==> src/rtl/cu_fsm_mc.sv <==
// cu_fsm_mc -- multicycle control unit for the OTTER RV32I core.
//
// Sequences INIT -> FETCH -> EXEC -> (WB) -> (INTR) -> FETCH and drives the
// datapath strobes from the present state, the wait counter and the decoded
// opcode/funct3. Instruction-fetch and load latencies are set by parameters.
//
// Parameters:
//   FETCH_WAIT  extra instruction-memory wait cycles (0..15)
//   LOAD_LAT    cycles from load issue to valid load data (1..16)
//   INTR_EN     non-zero enables interrupt entry
//
// Ports:
//   clk        system clock
//   RST        asynchronous active-high reset
//   INTR       level interrupt request (already gated by MIE)
//   opcode     instruction [6:0]
//   funct3     instruction [14:12]
//   PCWrite    PC load enable
//   regWrite   register-file write enable
//   memWE2     data-memory write enable
//   memRDEN1   instruction-memory read enable
//   memRDEN2   data-memory read enable
//   reset      reset request to PC and datapath
//   csr_WE     CSR write enable
//   int_taken  interrupt entry (PC <- mtvec, save mepc)
//   mret_exec  mret execution (PC <- mepc)
//   state      debug state code (INIT=0 FETCH=1 EXEC=2 WB=3 INTR=4)
module cu_fsm_mc #(
    parameter int FETCH_WAIT = 0,
    parameter int LOAD_LAT   = 1,
    parameter int INTR_EN    = 1
) (
    input  logic       clk,
    input  logic       RST,
    input  logic       INTR,
    input  logic [6:0] opcode,
    input  logic [2:0] funct3,
    output logic       PCWrite,
    output logic       regWrite,
    output logic       memWE2,
    output logic       memRDEN1,
    output logic       memRDEN2,
    output logic       reset,
    output logic       csr_WE,
    output logic       int_taken,
    output logic       mret_exec,
    output logic [2:0] state
);

    localparam int MAX_WAIT = (FETCH_WAIT > LOAD_LAT) ? FETCH_WAIT : LOAD_LAT;
    localparam int CNT_W    = $clog2(MAX_WAIT + 1);

    // Last-cycle compare values, pre-sized to the counter width.
    localparam logic [CNT_W-1:0] FETCH_LAST = CNT_W'(FETCH_WAIT);
    localparam logic [CNT_W-1:0] WB_LAST    = CNT_W'(LOAD_LAT - 1);

    localparam logic [6:0] OP_LUI    = 7'b0110111;
    localparam logic [6:0] OP_AUIPC  = 7'b0010111;
    localparam logic [6:0] OP_JAL    = 7'b1101111;
    localparam logic [6:0] OP_JALR   = 7'b1100111;
    localparam logic [6:0] OP_RTYPE  = 7'b0110011;
    localparam logic [6:0] OP_ITYPE  = 7'b0010011;
    localparam logic [6:0] OP_BRANCH = 7'b1100011;
    localparam logic [6:0] OP_STORE  = 7'b0100011;
    localparam logic [6:0] OP_LOAD   = 7'b0000011;
    localparam logic [6:0] OP_SYS    = 7'b1110011;

    typedef enum logic [2:0] {
        ST_INIT  = 3'd0,
        ST_FETCH = 3'd1,
        ST_EXEC  = 3'd2,
        ST_WB    = 3'd3,
        ST_INTR  = 3'd4
    } state_t;

    state_t           state_reg, state_next;
    logic [CNT_W-1:0] cnt_reg, cnt_next;
    logic             intr_req;

    assign intr_req = (INTR_EN != 0) && INTR;
    assign state    = state_reg;

    always_ff @(posedge clk or posedge RST) begin
        if (RST) begin
            state_reg <= ST_INIT;
            cnt_reg   <= '0;
        end else begin
            state_reg <= state_next;
            cnt_reg   <= cnt_next;
        end
    end

    always_comb begin
        state_next = state_reg;
        PCWrite    = 1'b0;
        regWrite   = 1'b0;
        memWE2     = 1'b0;
        memRDEN1   = 1'b0;
        memRDEN2   = 1'b0;
        reset      = 1'b0;
        csr_WE     = 1'b0;
        int_taken  = 1'b0;
        mret_exec  = 1'b0;

        case (state_reg)
            ST_INIT: begin
                reset      = 1'b1;
                state_next = ST_FETCH;
            end

            ST_FETCH: begin
                memRDEN1 = 1'b1;
                if (cnt_reg == FETCH_LAST)
                    state_next = ST_EXEC;
            end

            ST_EXEC: begin
                // Every non-load retires here, so INTR is sampled here too.
                state_next = intr_req ? ST_INTR : ST_FETCH;
                case (opcode)
                    OP_LUI, OP_AUIPC, OP_JAL, OP_JALR, OP_RTYPE, OP_ITYPE: begin
                        regWrite = 1'b1;
                        PCWrite  = 1'b1;
                    end
                    OP_STORE: begin
                        memWE2  = 1'b1;
                        PCWrite = 1'b1;
                    end
                    OP_LOAD: begin
                        // PC advances at the end of WB, not here.
                        memRDEN2   = 1'b1;
                        state_next = ST_WB;
                    end
                    OP_SYS: begin
                        PCWrite = 1'b1;
                        if (funct3 == 3'b000) begin
                            mret_exec = 1'b1;
                        end else if (funct3 == 3'b001 || funct3 == 3'b010 ||
                                     funct3 == 3'b011) begin
                            regWrite = 1'b1;
                            csr_WE   = 1'b1;
                        end
                    end
                    // Branches and unrecognised opcodes just advance the PC,
                    // so illegal instructions are skipped.
                    default: PCWrite = 1'b1;
                endcase
            end

            ST_WB: begin
                if (cnt_reg == WB_LAST) begin
                    PCWrite    = 1'b1;
                    regWrite   = 1'b1;
                    state_next = intr_req ? ST_INTR : ST_FETCH;
                end else begin
                    memRDEN2 = 1'b1;
                end
            end

            ST_INTR: begin
                int_taken  = 1'b1;
                PCWrite    = 1'b1;
                state_next = ST_FETCH;
            end

            default: state_next = ST_FETCH;
        endcase

        // The counter measures time spent in the present state only.
        if (state_next != state_reg)
            cnt_next = '0;
        else
            cnt_next = cnt_reg + CNT_W'(1);
    end

endmodule
==> config.mk <==
export PLATFORM = sky130hd
export DESIGN_NAME = cu_fsm_mc
export DESIGN_NICKNAME = d
export VERILOG_FILES = /design/src/rtl/cu_fsm_mc.sv
export SDC_FILE = /design/constraint.sdc
export NUM_CORES = 1
export LEC_CHECK = 0
export ABC_CLOCK_PERIOD_IN_PS = 2200
export CAP_MARGIN = 20
export CORE_AREA = 2 2 39 41
export DETAILED_ROUTE_END_ITERATION = 6
export DIE_AREA = 0 0 41 43
export SLEW_MARGIN = 5
export SYNTH_ARGS = -nofsm -noshare
export SYNTH_HDL_FRONTEND = slang
export SYNTH_SLANG_ARGS = --single-unit
export TNS_END_PERCENT = 1
==> constraint.sdc <==
create_clock -name clk -period 2.2 [get_ports clk]
set_input_delay 0.44 -clock clk [delete_from_list [all_inputs] [get_ports clk]]
set_output_delay 0.44 -clock clk [all_outputs]
set_load 0.03 [all_outputs]
==> reports/qor.csv <==
metric;value;unit
Rows;14;
FF/Latch Area;100;µm²
Psw;0.315;mW
detailed-route via count;465;
area share of xor/xnor cells in the synthesized design;0;%
DRC viols;0;
die area;0.00176;mm²
Crit Path Class;reg -> out;
Post-Synthesis Cells;46;
Synth Area in Compound Gates;17.4;%
largest net degree at the start of global routing;12;
CTS tree;done;
Die Height;43;µm
initial DRC count;3;
Worst R2R Path Depth;4;
leakage;0.385;nW
main combinational cell family by area after synthesis;simple AND/OR/NAND/NOR gates;
clk sinks;4;
Ports;25;
Clock Skews;0.593;ps
total power;0.669;mW
Slew Limit Fails;0;
GRT Total Usage;15.2;%
Ys Warns;0;
worst reg2reg startpoint;state[0]$_DFF_PP0_;
Synth Register Bits;4;
fin crit share;95.8;%
Initial Utilization;26.0;%
Setup crit start kind;flip-flop;
sequential fraction of the synthesis area;27.8;%
Area growth syn-to-layout;102;%
Final min period;2110;ps
crit path from;state[0]$_DFF_PP0_;
post-synthesis mux area share;0;%
Post-DRT Antenna Nets;0;
Worst Path Required;1760;ps
Vias per Instance;4.84;
layout cells sized above 1;30.0;%
gpl congestion;0.770;
Reg power frac;19.4;%
Crit. End Element;output port;
HPWL after DPL;897;µm
clock slew at reported path FFs;40;ps
initial antenna violation count;0;
Final setup viols;0;
fill count;141;
internal power;0.355;mW
Final Hold Viols;0;
peak supply drop;674;µV
synthesized area;360;µm²
CP max FO;11;
routed len/inst;12.3;µm
# nets final;95;
first-pass GRT wire length;1830;µm
vias in the first global route;463;
drt total wl;1180;µm
htree depth;1;
Mean Syn Cell Area;7.83;µm²
Sw Ratio;47.0;%
status;complete, no violations;
Final Util;52.6;%
TritonRoute pass-1 iters;3;
Post-Synth Simple-Gate Area;47.9;%
power density cells;919;mW/mm²
number of library cell types mapped by synthesis;26;
RSZ-0062 raised after global routing;false;
Multi-input gate area;259;µm²
Comb pwr share;67.6;%
class of the worst hold path;in -> async;
CORE AREA;0.00138;mm²
grt total ovfl;0;
fmax;475;MHz
Adder-Cell Fraction of Synth Area;0;%
Clock power frac;13.0;%
critical path data arrival time;1670;ps
number of buffers on the longest clock path;2;
cts bufs inserted;3;
clk_lat worst skew;230;ps
# diodes;0;
Max-Cap Viols;0;
Port-buffer cells;24;
Syn Nets;59;
Die Width;41;µm
number of flip-flops in the largest register;3;
Root Buffer;clkbuf_4;
## power groups by stage
stage	Combinational [mW]	Clock, mW	Sequential (mW)
finish	0.453	0.0869	0.130
CTS	0.446	0.0912	0.129
global route	0.487	0.0939	0.134
detailed placement	0.449	0	0.127
global placement	0.448	0	0.129
floorplan	0.234	0	0.158
## synth_stat cells
cell type / count / area share (%)
nor2_1: 5 / 5.2
dfrtp_1: 4 / 28
nand2b_1: 4 / 6.9
nor3_1: 4 / 5.6
inv_1: 3 / 3.1
nand2_1: 3 / 3.1
and3_1: 2 / 3.5
nand3_1: 2 / 2.8
o21ai_0: 2 / 2.8
a211oi_1: 1 / 2.1
a21boi_0: 1 / 2.1
a22oi_2: 1 / 3.5
a31o_1: 1 / 2.4
a31oi_1: 1 / 1.7
and4bb_1: 1 / 3.5
and4bb_2: 1 / 3.5
buf_2: 1 / 1.4
clkbuf_2: 1 / 1.4
conb_1: 1 / 1.0
nand4_1: 1 / 1.7
nand4b_1: 1 / 2.4
nor2b_1: 1 / 1.7
nor3_2: 1 / 2.8
nor4_1: 1 / 1.7
nor4_2: 1 / 3.5
o311a_1: 1 / 2.8
## critical path: stages, from the launching register on
cell             delay, ps
dfrtp_1                400
buf_4                  180
nor3_1                 170
clkdlybuf4s50_1        690
## area by class of cell
type                            count  area share [%]
Sequential cell                     4            13.7
Multi-Input combinational cell     37            35.6
Clock buffer                        3            3.09
Inverter                            3            1.55
Tap cell                           16            2.75
Timing Repair Buffer               33            43.3
## layer usage
layer | track usage (%) | share of wire, % | vias up
met5 | 0 | 0 | -
met4 | 6.00 | 0 | 0
met3 | 5.24 | 10 | 0
met2 | 22.5 | 46 | 21
met1 | 19.5 | 44 | 204
li1 | - | - | 240
## cell families (layout without fill, tap and decap cells)
logic type / Yosys count / in the layout
other cells: 1 / 1
flops: 4 / 4
simple gates: 28 / 28
compound gates: 8 / 8
buf+inv: 5 / 39
## worst paths after layout
path,end,slack [ps]
worst min register to register,state[0]$_DFF_PP0_,570
worst min-delay path,state[0]$_DFF_PP0_,400
max in group asynchronous,cnt_reg$_DFF_PP0_,1650
min in group clk,state[0]$_DFF_PP0_,570
worst max-delay path,reset,90
worst max register to register,state[1]$_DFF_PP0_,990
## what timing repair did
| item | CTS | global route |
|---|---|---|
| pin swaps | 1 | 5 |
| resized for setup | 9 | 11 |
| hold buffers | 0 | 0 |
| setup buffers | 1 | 1 |
| setup endpoints to repair | 3 | 7 |
## placed cells by master (no fill, tap or decap), types with 3 or more instances in the layout
| master | Yosys | layout |
|---|---|---|
| nand2_1 | 3 | 3 |
| nor3_1 | 4 | 3 |
| nor2_1 | 5 | 5 |
| nand2b_1 | 4 | 4 |
| clkdlybuf4s50_1 | 0 | 9 |
| inv_1 | 3 | 3 |
| buf_4 | 0 | 13 |
| dfrtp_1 | 4 | 4 |
| clkbuf_4 | 0 | 3 |
| dlymetal6s2s_1 | 0 | 7 |
## stage by stage
step                      area [µm²]  instances  TNS [ps]  setup slack, ps  hold WS (ps)
after detailed placement         656         91      -475             -441           559
after global placement           656         91      -406             -406           567
after CTS                        693         95     -5.63            -5.63           399
after global routing             728         96         0             22.3           427
final                            728         96         0             93.1           398
after floorplan                  365         46         0             80.7           206
Note: power is estimated with default switching activity, not from simulation.
==> RTL change: new RTL, same settings <==
Register the input `opcode` before use, cleared by the reset. The logic sees it one clock later. The other inputs are not delayed to match.
--- a/src/rtl/cu_fsm_mc.sv
+++ b/src/rtl/cu_fsm_mc.sv
@@ -75,2 +75,12 @@
 
+    logic [6:0] opcode_q;
+
+    always_ff @(posedge clk or posedge RST) begin
+        if (RST) begin
+            opcode_q <= '0;
+        end else begin
+            opcode_q <= opcode;
+        end
+    end
+
     state_t           state_reg, state_next;
@@ -119,3 +129,3 @@
                 state_next = intr_req ? ST_INTR : ST_FETCH;
-                case (opcode)
+                case (opcode_q)
                     OP_LUI, OP_AUIPC, OP_JAL, OP_JALR, OP_RTYPE, OP_ITYPE: begin
Behaviour: not the same (Yosys sat finds a counterexample within 4 cycles, from zero or initial values and one cycle with RST high).
==> RTL change against the original RTL <==
  * First-iteration DRC count stayed put
  * Combinational power down 6.0%
  * Routed wire length down 20%
  * Critical path type unchanged
  * Clock skew is 0.0070 ns higher
  * Cell count fell by 2.1%
  * Final area rose by 15%
  * Die area stayed put
  * Area after synthesis up 48%
  * Sequential cell count up 7
  * Worst setup slack worse by 0.042 ns
  * Clock power up 44%
  * Total power grew 22%
  * Core utilization rose by 8.0 points
  * Non-clock buffer count shrank 6
  * Critical endpoint is now mret_exec
==> RTL change: results (changes against the original RTL) <==
Post-Route Skew 0.00763 ns (+0.00704 ns); CP arrival 1.71 ns (+0.04 ns); GRT Total Usage 0.135 (-0.0168); status finished clean; setup violators final 0 (unchanged); peak supply drop 0.000564 V (-16%); Place WS -0.0164 ns (+0.424 ns); Post-CTS Setup Bufs 0 (-1); Reg clk slew, reported paths 0.06 ns (+0.02 ns); synth cell count leaders dfrtp_1 (11), nor2_1 (5), inv_1 (3); r2r setup slk 0.75 ns (-0.24 ns); WHS 0.451 ns (+0.0532 ns); Final nets 92 (-3.2%); vias in the first global route 390 (-16%); first-pass GRT wire length 1.58 mm (-14%); Largest register FFs 7 (+4); gpl congestion 0.704 (-8.6%); wire per inst 10.0 microns (-18%); largest cells by area after synthesis dfrtp_1 (52%), nor4_2 (4.7%), nor4_4 (4.0%); met2 routed WL 447 microns (-17%); DR top layer met4; CP max stage cell dfrtp_2; filler instances 132 (-6.4%); Int Power 0.500 mW (+41%); R2R cell count 5 (+1); Seq/Total Area, Yosys 0.515 (+0.237); min Tclk post-route 2.15 ns (+0.0417 ns); Syn Nets 60 (+1.7%); clock latency on the worst-skew pair 0.26 ns (+0.03 ns); Max Fanout on Critical Path 8 (-3); Worst path max stage delay 0.45 ns (-0.24 ns); LEAKAGE 0.379 nW (-1.4%); Via-to-Cell Ratio 4.55 (-6.0%)
-- RTL change: kinds of logic (layout without fill, tap and decap cells) --
group           Yosys count  in the layout  synth area share
simple gates             27             27             0.386
flops                    11             11             0.515
compound gates            4              4            0.0492
buf+inv                   3             34            0.0211
other cells               1              1           0.00702
mux                       1              1            0.0211
-- RTL change: layout make-up --
type / instances / area [sq um] / share of cell area
multi-input cells: 33 / 254 / 0.303
well taps: 16 / 20.0 / 0.0238
repair buffers: 27 / 251 / 0.300
flip-flops and latches: 11 / 277 / 0.329
inverters: 3 / 11.3 / 0.0134
clock buffers: 4 / 26.3 / 0.0313
-- RTL change: how the worst max path moves through the flow --
stage | start | endpoint | cells after the start
final | state[2] | mret_exec | 5
after global routing | state[2] | mret_exec | 5
after CTS | state[2] | mret_exec | 5
after detailed placement | funct3[2] | regWrite | 6
after global placement | funct3[2] | regWrite | 6
after floorplan | state[2] | memWE2 | 4
-- RTL change: critical path, delay by kind of cell, from the launching register on --
kind | cells | cell delay, ns
buf+inv | 1 | 0.19
simple gates | 4 | 0.81
flops | 1 | 0.45
-- RTL change: per-stage QoR --
step,TNS (ns),util,area (sq um),std cells
after global routing,-0.0877,0.607,840,94
after global placement,0,0.581,805,90
after CTS,0,0.604,836,94
after floorplan,-0.0297,-,534,47
after detailed placement,-0.0164,0.581,805,90
final,0,0.607,840,94
-- RTL change: metal layers --
metal  track usage  vias to the layer above
li1              -                      228
met1         0.179                      190
met2         0.184                        8
met3        0.0314                        2
met4         0.100                        0
met5             0                        -
-- RTL change: power by group through the flow --
stage                     Sequential (mW)  Combinational (mW)  Clock [mW]
after floorplan                     0.312               0.204           0
after global placement              0.269               0.432           0
after detailed placement            0.269               0.433           0
after CTS                           0.265               0.431       0.131
after global routing                0.269               0.455       0.146
final                               0.267               0.426       0.125
-- RTL change: repair_timing --
| item | in CTS | in global routing |
|---|---|---|
| resized for setup | 2 | 2 |
| pin swaps | 0 | 1 |
| cloned | 0 | 0 |
| setup endpoints to repair | 2 | 4 |
